==> src/rtl/mc_ctrl_pkg.sv <==
// Shared encodings for the multicycle main decoder: opcodes, FSM states,
// datapath mux selects and the bundled control word.
package mc_ctrl_pkg;

  typedef enum logic [3:0] {
    OP_AND   = 4'd0,
    OP_OR    = 4'd1,
    OP_NOR   = 4'd2,
    OP_ADD   = 4'd3,
    OP_SUB   = 4'd4,
    OP_XOR   = 4'd5,
    OP_LSL   = 4'd6,
    OP_LSR   = 4'd7,
    OP_DIV   = 4'd8,
    OP_SLT   = 4'd9,
    OP_LOAD  = 4'd10,
    OP_STORE = 4'd11,
    OP_ADDI  = 4'd12,
    OP_SUBI  = 4'd13,
    OP_BEQ   = 4'd14,
    OP_B     = 4'd15
  } opcode_e;

  typedef enum logic [3:0] {
    S_FETCH  = 4'd0,
    S_DECODE = 4'd1,
    S_MEMADR = 4'd2,
    S_MEMRD  = 4'd3,
    S_MEMWB  = 4'd4,
    S_MEMWR  = 4'd5,
    S_EXEC   = 4'd6,
    S_ALUWB  = 4'd7,
    S_IEXEC  = 4'd8,
    S_IWB    = 4'd9,
    S_BRANCH = 4'd10,
    S_JUMP   = 4'd11
  } state_e;

  typedef enum logic [1:0] {
    SRCB_REG  = 2'b00,
    SRCB_ONE  = 2'b01,
    SRCB_IMM  = 2'b10,
    SRCB_BOFF = 2'b11
  } alusrcb_e;

  typedef enum logic [1:0] {
    ALU_ADD   = 2'b00,
    ALU_SUB   = 2'b01,
    ALU_FUNCT = 2'b10
  } aluop_e;

  typedef enum logic [1:0] {
    PC_ALU    = 2'b00,
    PC_BRANCH = 2'b01,
    PC_JUMP   = 2'b10
  } pcsrc_e;

  typedef struct packed {
    logic     pcwrite;
    logic     irwrite;
    logic     iord;
    logic     memread;
    logic     memwrite;
    logic     regwrite;
    logic     regdst;
    logic     memtoreg;
    logic     alusrca;
    logic     branch;
    logic     illegal;
    alusrcb_e alusrcb;
    aluop_e   aluop;
    pcsrc_e   pcsrc;
  } ctrl_t;

  // Register-register ALU class: everything from AND up to SLT.
  function automatic logic is_r_type(opcode_e op);
    return op <= OP_SLT;
  endfunction

endpackage

==> src/rtl/mc_maindec_if.sv <==
// Controller <-> datapath bundle: opcode and memory handshake in, control
// strobes and debug state out.
interface mc_maindec_if #(
  parameter int OPW = 4
);

  logic [OPW-1:0] op;
  logic           mem_ready;

  logic           pcwrite;
  logic           irwrite;
  logic           iord;
  logic           memread;
  logic           memwrite;
  logic           regwrite;
  logic           regdst;
  logic           memtoreg;
  logic           alusrca;
  logic           branch;
  logic           illegal;
  logic [1:0]     alusrcb;
  logic [1:0]     aluop;
  logic [1:0]     pcsrc;
  logic [3:0]     state;

  modport master (
    input  op, mem_ready,
    output pcwrite, irwrite, iord, memread, memwrite, regwrite, regdst,
           memtoreg, alusrca, branch, illegal, alusrcb, aluop, pcsrc, state
  );

  modport slave (
    output op, mem_ready,
    input  pcwrite, irwrite, iord, memread, memwrite, regwrite, regdst,
           memtoreg, alusrca, branch, illegal, alusrcb, aluop, pcsrc, state
  );

endinterface

==> src/rtl/mc_outdec.sv <==
// Combinational state-to-control decoder; only FETCH, DECODE and IEXEC look
// past the state at the handshake or opcode.
module mc_outdec
  import mc_ctrl_pkg::*;
(
  input  state_e  state_i,
  input  opcode_e opcode_i,
  input  logic    op_legal_i,
  input  logic    mem_ready_i,
  output ctrl_t   ctrl_o
);

  always_comb begin
    // NOTE: every field gets a default before the case, so no path can
    // leave an output unassigned and infer a latch.
    ctrl_o = '0;
    case (state_i)
      S_FETCH: begin
        ctrl_o.memread = 1'b1;
        ctrl_o.alusrcb = SRCB_ONE;
        ctrl_o.pcwrite = mem_ready_i;
        ctrl_o.irwrite = mem_ready_i;
      end
      S_DECODE: begin
        ctrl_o.alusrcb = SRCB_BOFF;
        ctrl_o.illegal = ~op_legal_i;
      end
      S_MEMADR: begin
        ctrl_o.alusrca = 1'b1;
        ctrl_o.alusrcb = SRCB_IMM;
      end
      S_MEMRD: begin
        ctrl_o.iord    = 1'b1;
        ctrl_o.memread = 1'b1;
      end
      S_MEMWB: begin
        ctrl_o.regwrite = 1'b1;
        ctrl_o.memtoreg = 1'b1;
      end
      S_MEMWR: begin
        ctrl_o.iord     = 1'b1;
        ctrl_o.memwrite = 1'b1;
      end
      S_EXEC: begin
        ctrl_o.alusrca = 1'b1;
        ctrl_o.aluop   = ALU_FUNCT;
      end
      S_ALUWB: begin
        ctrl_o.regdst   = 1'b1;
        ctrl_o.regwrite = 1'b1;
      end
      S_IEXEC: begin
        ctrl_o.alusrca = 1'b1;
        ctrl_o.alusrcb = SRCB_IMM;
        ctrl_o.aluop   = (opcode_i == OP_SUBI) ? ALU_SUB : ALU_ADD;
      end
      S_IWB: begin
        ctrl_o.regwrite = 1'b1;
      end
      S_BRANCH: begin
        ctrl_o.alusrca = 1'b1;
        ctrl_o.aluop   = ALU_SUB;
        ctrl_o.branch  = 1'b1;
        ctrl_o.pcsrc   = PC_BRANCH;
      end
      S_JUMP: begin
        ctrl_o.pcwrite = 1'b1;
        ctrl_o.pcsrc   = PC_JUMP;
      end
      default: ctrl_o = '0;
    endcase
  end

endmodule

==> src/rtl/mc_maindec.sv <==
// Multicycle main decoder: state register, next-state logic and the DIV
// dwell counter; control outputs come from mc_outdec.
module mc_maindec
  import mc_ctrl_pkg::*;
#(
  parameter int OPW        = 4,
  parameter int DIV_CYCLES = 4
) (
  input logic          clk,
  input logic          reset,
  mc_maindec_if.master bus
);

  localparam int            CW         = $clog2(DIV_CYCLES + 1);
  localparam logic [CW-1:0] DWELL_LOAD = CW'(DIV_CYCLES - 1);

  state_e        state_q;
  logic [CW-1:0] dwell_q;
  opcode_e       opcode;
  logic          op_legal;
  ctrl_t         ctrl;

  // Anything with bits set above the 4-bit opcode field is illegal.
  assign op_legal = ((bus.op >> 4) == '0);
  assign opcode   = opcode_e'(bus.op[3:0]);

  always_ff @(posedge clk) begin
    // NOTE: non-blocking assignments so state and counter both update from
    // the values present before the edge.
    if (reset) begin
      state_q <= S_FETCH;
      dwell_q <= '0;
    end else begin
      case (state_q)
        S_FETCH: begin
          if (bus.mem_ready) state_q <= S_DECODE;
        end
        S_DECODE: begin
          if (!op_legal) begin
            state_q <= S_FETCH;
          end else if (is_r_type(opcode)) begin
            state_q <= S_EXEC;
            dwell_q <= DWELL_LOAD;
          end else begin
            case (opcode)
              OP_LOAD, OP_STORE: state_q <= S_MEMADR;
              OP_ADDI, OP_SUBI:  state_q <= S_IEXEC;
              OP_BEQ:            state_q <= S_BRANCH;
              OP_B:              state_q <= S_JUMP;
              default:           state_q <= S_FETCH;
            endcase
          end
        end
        S_MEMADR: begin
          state_q <= (opcode == OP_STORE) ? S_MEMWR : S_MEMRD;
        end
        S_MEMRD: begin
          if (bus.mem_ready) state_q <= S_MEMWB;
        end
        S_MEMWB: state_q <= S_FETCH;
        S_MEMWR: begin
          if (bus.mem_ready) state_q <= S_FETCH;
        end
        S_EXEC: begin
          // Only DIV dwells; the counter stops at zero rather than wrapping.
          if (opcode == OP_DIV && dwell_q != '0) begin
            dwell_q <= dwell_q - 1'b1;
          end else begin
            state_q <= S_ALUWB;
            dwell_q <= '0;
          end
        end
        S_ALUWB:  state_q <= S_FETCH;
        S_IEXEC:  state_q <= S_IWB;
        S_IWB:    state_q <= S_FETCH;
        S_BRANCH: state_q <= S_FETCH;
        S_JUMP:   state_q <= S_FETCH;
        default: begin
          state_q <= S_FETCH;
          dwell_q <= '0;
        end
      endcase
    end
  end

  mc_outdec u_outdec (
    .state_i     (state_q),
    .opcode_i    (opcode),
    .op_legal_i  (op_legal),
    .mem_ready_i (bus.mem_ready),
    .ctrl_o      (ctrl)
  );

  assign bus.pcwrite  = ctrl.pcwrite;
  assign bus.irwrite  = ctrl.irwrite;
  assign bus.iord     = ctrl.iord;
  assign bus.memread  = ctrl.memread;
  assign bus.memwrite = ctrl.memwrite;
  assign bus.regwrite = ctrl.regwrite;
  assign bus.regdst   = ctrl.regdst;
  assign bus.memtoreg = ctrl.memtoreg;
  assign bus.alusrca  = ctrl.alusrca;
  assign bus.branch   = ctrl.branch;
  assign bus.illegal  = ctrl.illegal;
  assign bus.alusrcb  = ctrl.alusrcb;
  assign bus.aluop    = ctrl.aluop;
  assign bus.pcsrc    = ctrl.pcsrc;
  assign bus.state    = state_q;

endmodule
==> src/flat_wrapper.sv <==
// flat-port wrapper written by rule: the top's interface ports become plain ports
module mc_maindec_flat import mc_ctrl_pkg::*;
#(
  parameter int OPW        = 4,
  parameter int DIV_CYCLES = 4
)
  (clk, reset, bus_op, bus_mem_ready, bus_pcwrite, bus_irwrite, bus_iord, bus_memread, bus_memwrite, bus_regwrite, bus_regdst, bus_memtoreg, bus_alusrca, bus_branch, bus_illegal, bus_alusrcb, bus_aluop, bus_pcsrc, bus_state);
  mc_maindec_if #(.OPW(OPW)) bus_i ();
  input logic clk;
  input logic reset;
  input wire logic [$bits(bus_i.op)-1:0] bus_op;
  input wire logic [$bits(bus_i.mem_ready)-1:0] bus_mem_ready;
  output wire logic [$bits(bus_i.pcwrite)-1:0] bus_pcwrite;
  output wire logic [$bits(bus_i.irwrite)-1:0] bus_irwrite;
  output wire logic [$bits(bus_i.iord)-1:0] bus_iord;
  output wire logic [$bits(bus_i.memread)-1:0] bus_memread;
  output wire logic [$bits(bus_i.memwrite)-1:0] bus_memwrite;
  output wire logic [$bits(bus_i.regwrite)-1:0] bus_regwrite;
  output wire logic [$bits(bus_i.regdst)-1:0] bus_regdst;
  output wire logic [$bits(bus_i.memtoreg)-1:0] bus_memtoreg;
  output wire logic [$bits(bus_i.alusrca)-1:0] bus_alusrca;
  output wire logic [$bits(bus_i.branch)-1:0] bus_branch;
  output wire logic [$bits(bus_i.illegal)-1:0] bus_illegal;
  output wire logic [$bits(bus_i.alusrcb)-1:0] bus_alusrcb;
  output wire logic [$bits(bus_i.aluop)-1:0] bus_aluop;
  output wire logic [$bits(bus_i.pcsrc)-1:0] bus_pcsrc;
  output wire logic [$bits(bus_i.state)-1:0] bus_state;
  assign bus_i.op = bus_op;
  assign bus_i.mem_ready = bus_mem_ready;
  assign bus_pcwrite = bus_i.pcwrite;
  assign bus_irwrite = bus_i.irwrite;
  assign bus_iord = bus_i.iord;
  assign bus_memread = bus_i.memread;
  assign bus_memwrite = bus_i.memwrite;
  assign bus_regwrite = bus_i.regwrite;
  assign bus_regdst = bus_i.regdst;
  assign bus_memtoreg = bus_i.memtoreg;
  assign bus_alusrca = bus_i.alusrca;
  assign bus_branch = bus_i.branch;
  assign bus_illegal = bus_i.illegal;
  assign bus_alusrcb = bus_i.alusrcb;
  assign bus_aluop = bus_i.aluop;
  assign bus_pcsrc = bus_i.pcsrc;
  assign bus_state = bus_i.state;
  mc_maindec #(.OPW(OPW), .DIV_CYCLES(DIV_CYCLES)) u_core (.clk(clk), .reset(reset), .bus(bus_i));
endmodule
==> config.mk <==
export PLATFORM = sky130hd
export DESIGN_NAME = mc_maindec_flat
export DESIGN_NICKNAME = d
export VERILOG_FILES = /design/src/rtl/mc_ctrl_pkg.sv /design/src/rtl/mc_maindec_if.sv /design/src/rtl/mc_outdec.sv /design/src/rtl/mc_maindec.sv /design/src/flat_wrapper.sv
export SDC_FILE = /design/constraint.sdc
export NUM_CORES = 1
export LEC_CHECK = 0
export CELL_PAD_IN_SITES_DETAIL_PLACEMENT = 2
export CELL_PAD_IN_SITES_GLOBAL_PLACEMENT = 2
export CORE_MARGIN = 2
export CORE_UTILIZATION = 24
export DETAILED_ROUTE_END_ITERATION = 12
export PLACE_DENSITY = 0.85
export SLEW_MARGIN = 20
export SYNTH_ARGS = -nofsm -noshare
export SYNTH_HDL_FRONTEND = slang
export SYNTH_SLANG_ARGS = --single-unit
==> constraint.sdc <==
create_clock -name clk -period 4.1 [get_ports clk]
set_input_delay 0.82 -clock clk [delete_from_list [all_inputs] [get_ports clk]]
set_output_delay 0.82 -clock clk [all_outputs]
set_load 0.01 [all_outputs]
==> metrics <==
LEAKAGE=0.0003640 uW; die height=just under 60 microns; Pre-antenna DRT Iters=2; CP cell instances=clkdlybuf4s50_1, nand2_1, nor2_1, a21oi_1, nor3_1, clkdlybuf4s50_1; final setup skew=0.002253 ns; Ant. Diodes=0; critical path peak fanout=4; asr flop ratio synth=0%; site row count=19; Post-Syn Instances=about 100; CTS tree=built; crit-path max cell delay=0.56 ns; CP max stage cell=clkdlybuf4s50_1; CTS buffer count=3; Post-DP HPWL=roughly 1800 microns; hold buffer count at cts=0; setup TNS=0 ns; Fmax=313.5 MHz; Congestion Overflow GR=0; vias in the first global route=904; Layout area overhead=38.45%; delay-heaviest family, CP=buffers and inverters; first-pass GRT wire length=4264 microns; Seq/Total Area, Yosys=19.75%; critical path type=input pin to primary output; CTS resizes=0; RSZ-0062 raised after global routing=false; CTS clk-pin slew, worst paths=0.06 ns; First DRT Iteration DRCs=6; filler instances=336; htree depth=1; Placed Area=955.9 sq um; power per standard cell area=about 540 nW/um^2; clock period minus worst slack=roughly 3.2 ns; Die W=58.37 microns; setup bufs post-CTS=0; Vias=816; Core Region=2781 sq um; Syn Nets=110; Placer Congestion=0.7115; number of synthesized register bits=7; Slew @ Worst Pin=just over 0.7 ns; Top Ports=28; Max Slew Vio Count=0; most frequent cells in the layout=26 x clkdlybuf4s50_1, 12 x nor2_1, 8 x nand2_1, 8 x a21oi_1, 7 x dfxtp_1; final WL=2446 microns; Startpoint Class=input pin; WHS=0.5325 ns; CP dominant cell by count=clkdlybuf4s50_1; die area=3407 sq um; leading cell type in the layout, fill and taps excluded=clkdlybuf4s50_1; # setup viols final=0; clock sink total=7; largest net degree at the start of global routing=21; Tot Pwr=526.2 uW; IO Port Bufs=26; arrival time worst endpoint=2.37 ns; Overall Global Routing Usage=16.06%; final worst path period share=between 70 and 80%; Design Area, Final=982.2 sq um; max_slew headroom=51.47%; Hold Vio Cnt, Final=0; drt wl/cell=16.09 microns; initial antenna violation count=0; status=finished, final reports clean; dominant synthesized flop cell=dfxtp_1; DRC Markers=0; post-detailed-route count of antenna-violating nets=0; critical path endpoint category=primary output; Clock Tree Buf Depth=2; Layout Nets=131; crit path buf inv count=2; max_cap viols=0; Avg Cell Area, Syn=about 7 sq um; Root Buffer=clkbuf_4; Worst EP required=around 3.3 ns; Hold Path Class=flip-flop to flip-flop; Worst-Skew Late Latency=0.26 ns; Initial Util=between 20% and 30%; count of cell types in the netlist=41; Via density=roughly 5.4; Syn. warnings=0; share of cells above drive strength 1=8.264%; number of synthesized flops with an enable pin=0; synthesized area=709.4 sq um; worst vdd ir=between 0.2 and 0.3 mV
-- layer usage --
| layer | wire (microns) | global-route usage, % | share of wire, % |
|---|---|---|---|
| met5 | 0 | 0 | 0 |
| met4 | 26 | 5.316 | 1.1 |
| met3 | 71 | 1.978 | 2.9 |
| met2 | 1201 | 26.16 | 49 |
| met1 | 1147 | 21.91 | 47 |
-- final timing paths --
check	from	to	slack, ns	cells after the start
min	u_core.dwell_q[2]	u_core.dwell_q[2]	0.53	1
max	bus_op[2]	bus_aluop[0]	0.91	6
max reg2reg	u_core.bus.state[1]	u_core.bus.state[1]	2.24	4
min reg2reg	u_core.dwell_q[2]	u_core.dwell_q[2]	0.53	1
-- cells in the mapped netlist (2+ instances only) --
cell type / n / area, sq um
buf_2: 3 / 15.01
xnor2_1: 2 / 17.52
nor2b_1: 2 / 12.51
clkbuf_1: 2 / 7.510
buf_1: 2 / 7.510
a21oi_1: 8 / 40.04
nand2_1: 8 / 30.03
o31ai_1: 2 / 15.01
buf_4: 3 / 22.52
nor2_1: 12 / 45.04
o21a_1: 2 / 15.01
nor3_1: 6 / 30.03
inv_1: 4 / 15.01
ha_1: 2 / 25.02
dfxtp_1: 7 / 140.1
o21ai_0: 6 / 30.03
a311oi_1: 2 / 17.52
nand2b_1: 5 / 31.28
-- flip-flops by register name, indices dropped and copies added (netlist names) --
name / cells
u_core.bus.state: 4
u_core.dwell_q: 3
-- cells by family after synthesis --
| group | Yosys count | share of synthesized area (%) |
|---|---|---|
| compound gates | 31 | 30.51 |
| other cells | 1 | 0.5286 |
| flops | 7 | 19.75 |
| buf+inv | 14 | 9.523 |
| simple gates | 43 | 32.45 |
| fa+ha+maj | 2 | 3.527 |
| xor+xnor | 3 | 3.704 |
-- power by group --
part	total, uW	switching, uW	internal (uW)
registers	145	60.5	84.5
logic	314	144	169
clock network	67.3	29.8	37.4
-- cell type report --
class / instances / area (sq um) / share of cell area, %
multi-input cells: 80 / 501.7 / 51.08
well taps: 31 / 38.79 / 3.949
clock buffers: 4 / 26.28 / 2.675
inverters: 4 / 15.01 / 1.529
flip-flops and latches: 7 / 140.1 / 14.27
repair buffers: 26 / 260.3 / 26.50
-- through the flow --
step	utilization (%)	setup slack [ns]	instances
6_report	35.31	0.9103	152
4_1_cts	35.31	0.8851	152
5_1_grt	35.31	0.7559	152
3_5_place_dp	34.37	0.9071	148
3_3_place_gp	34.37	0.9761	148
2_1_floorplan	-	1.836	101
Note: power is estimated with default switching activity, not from simulation.
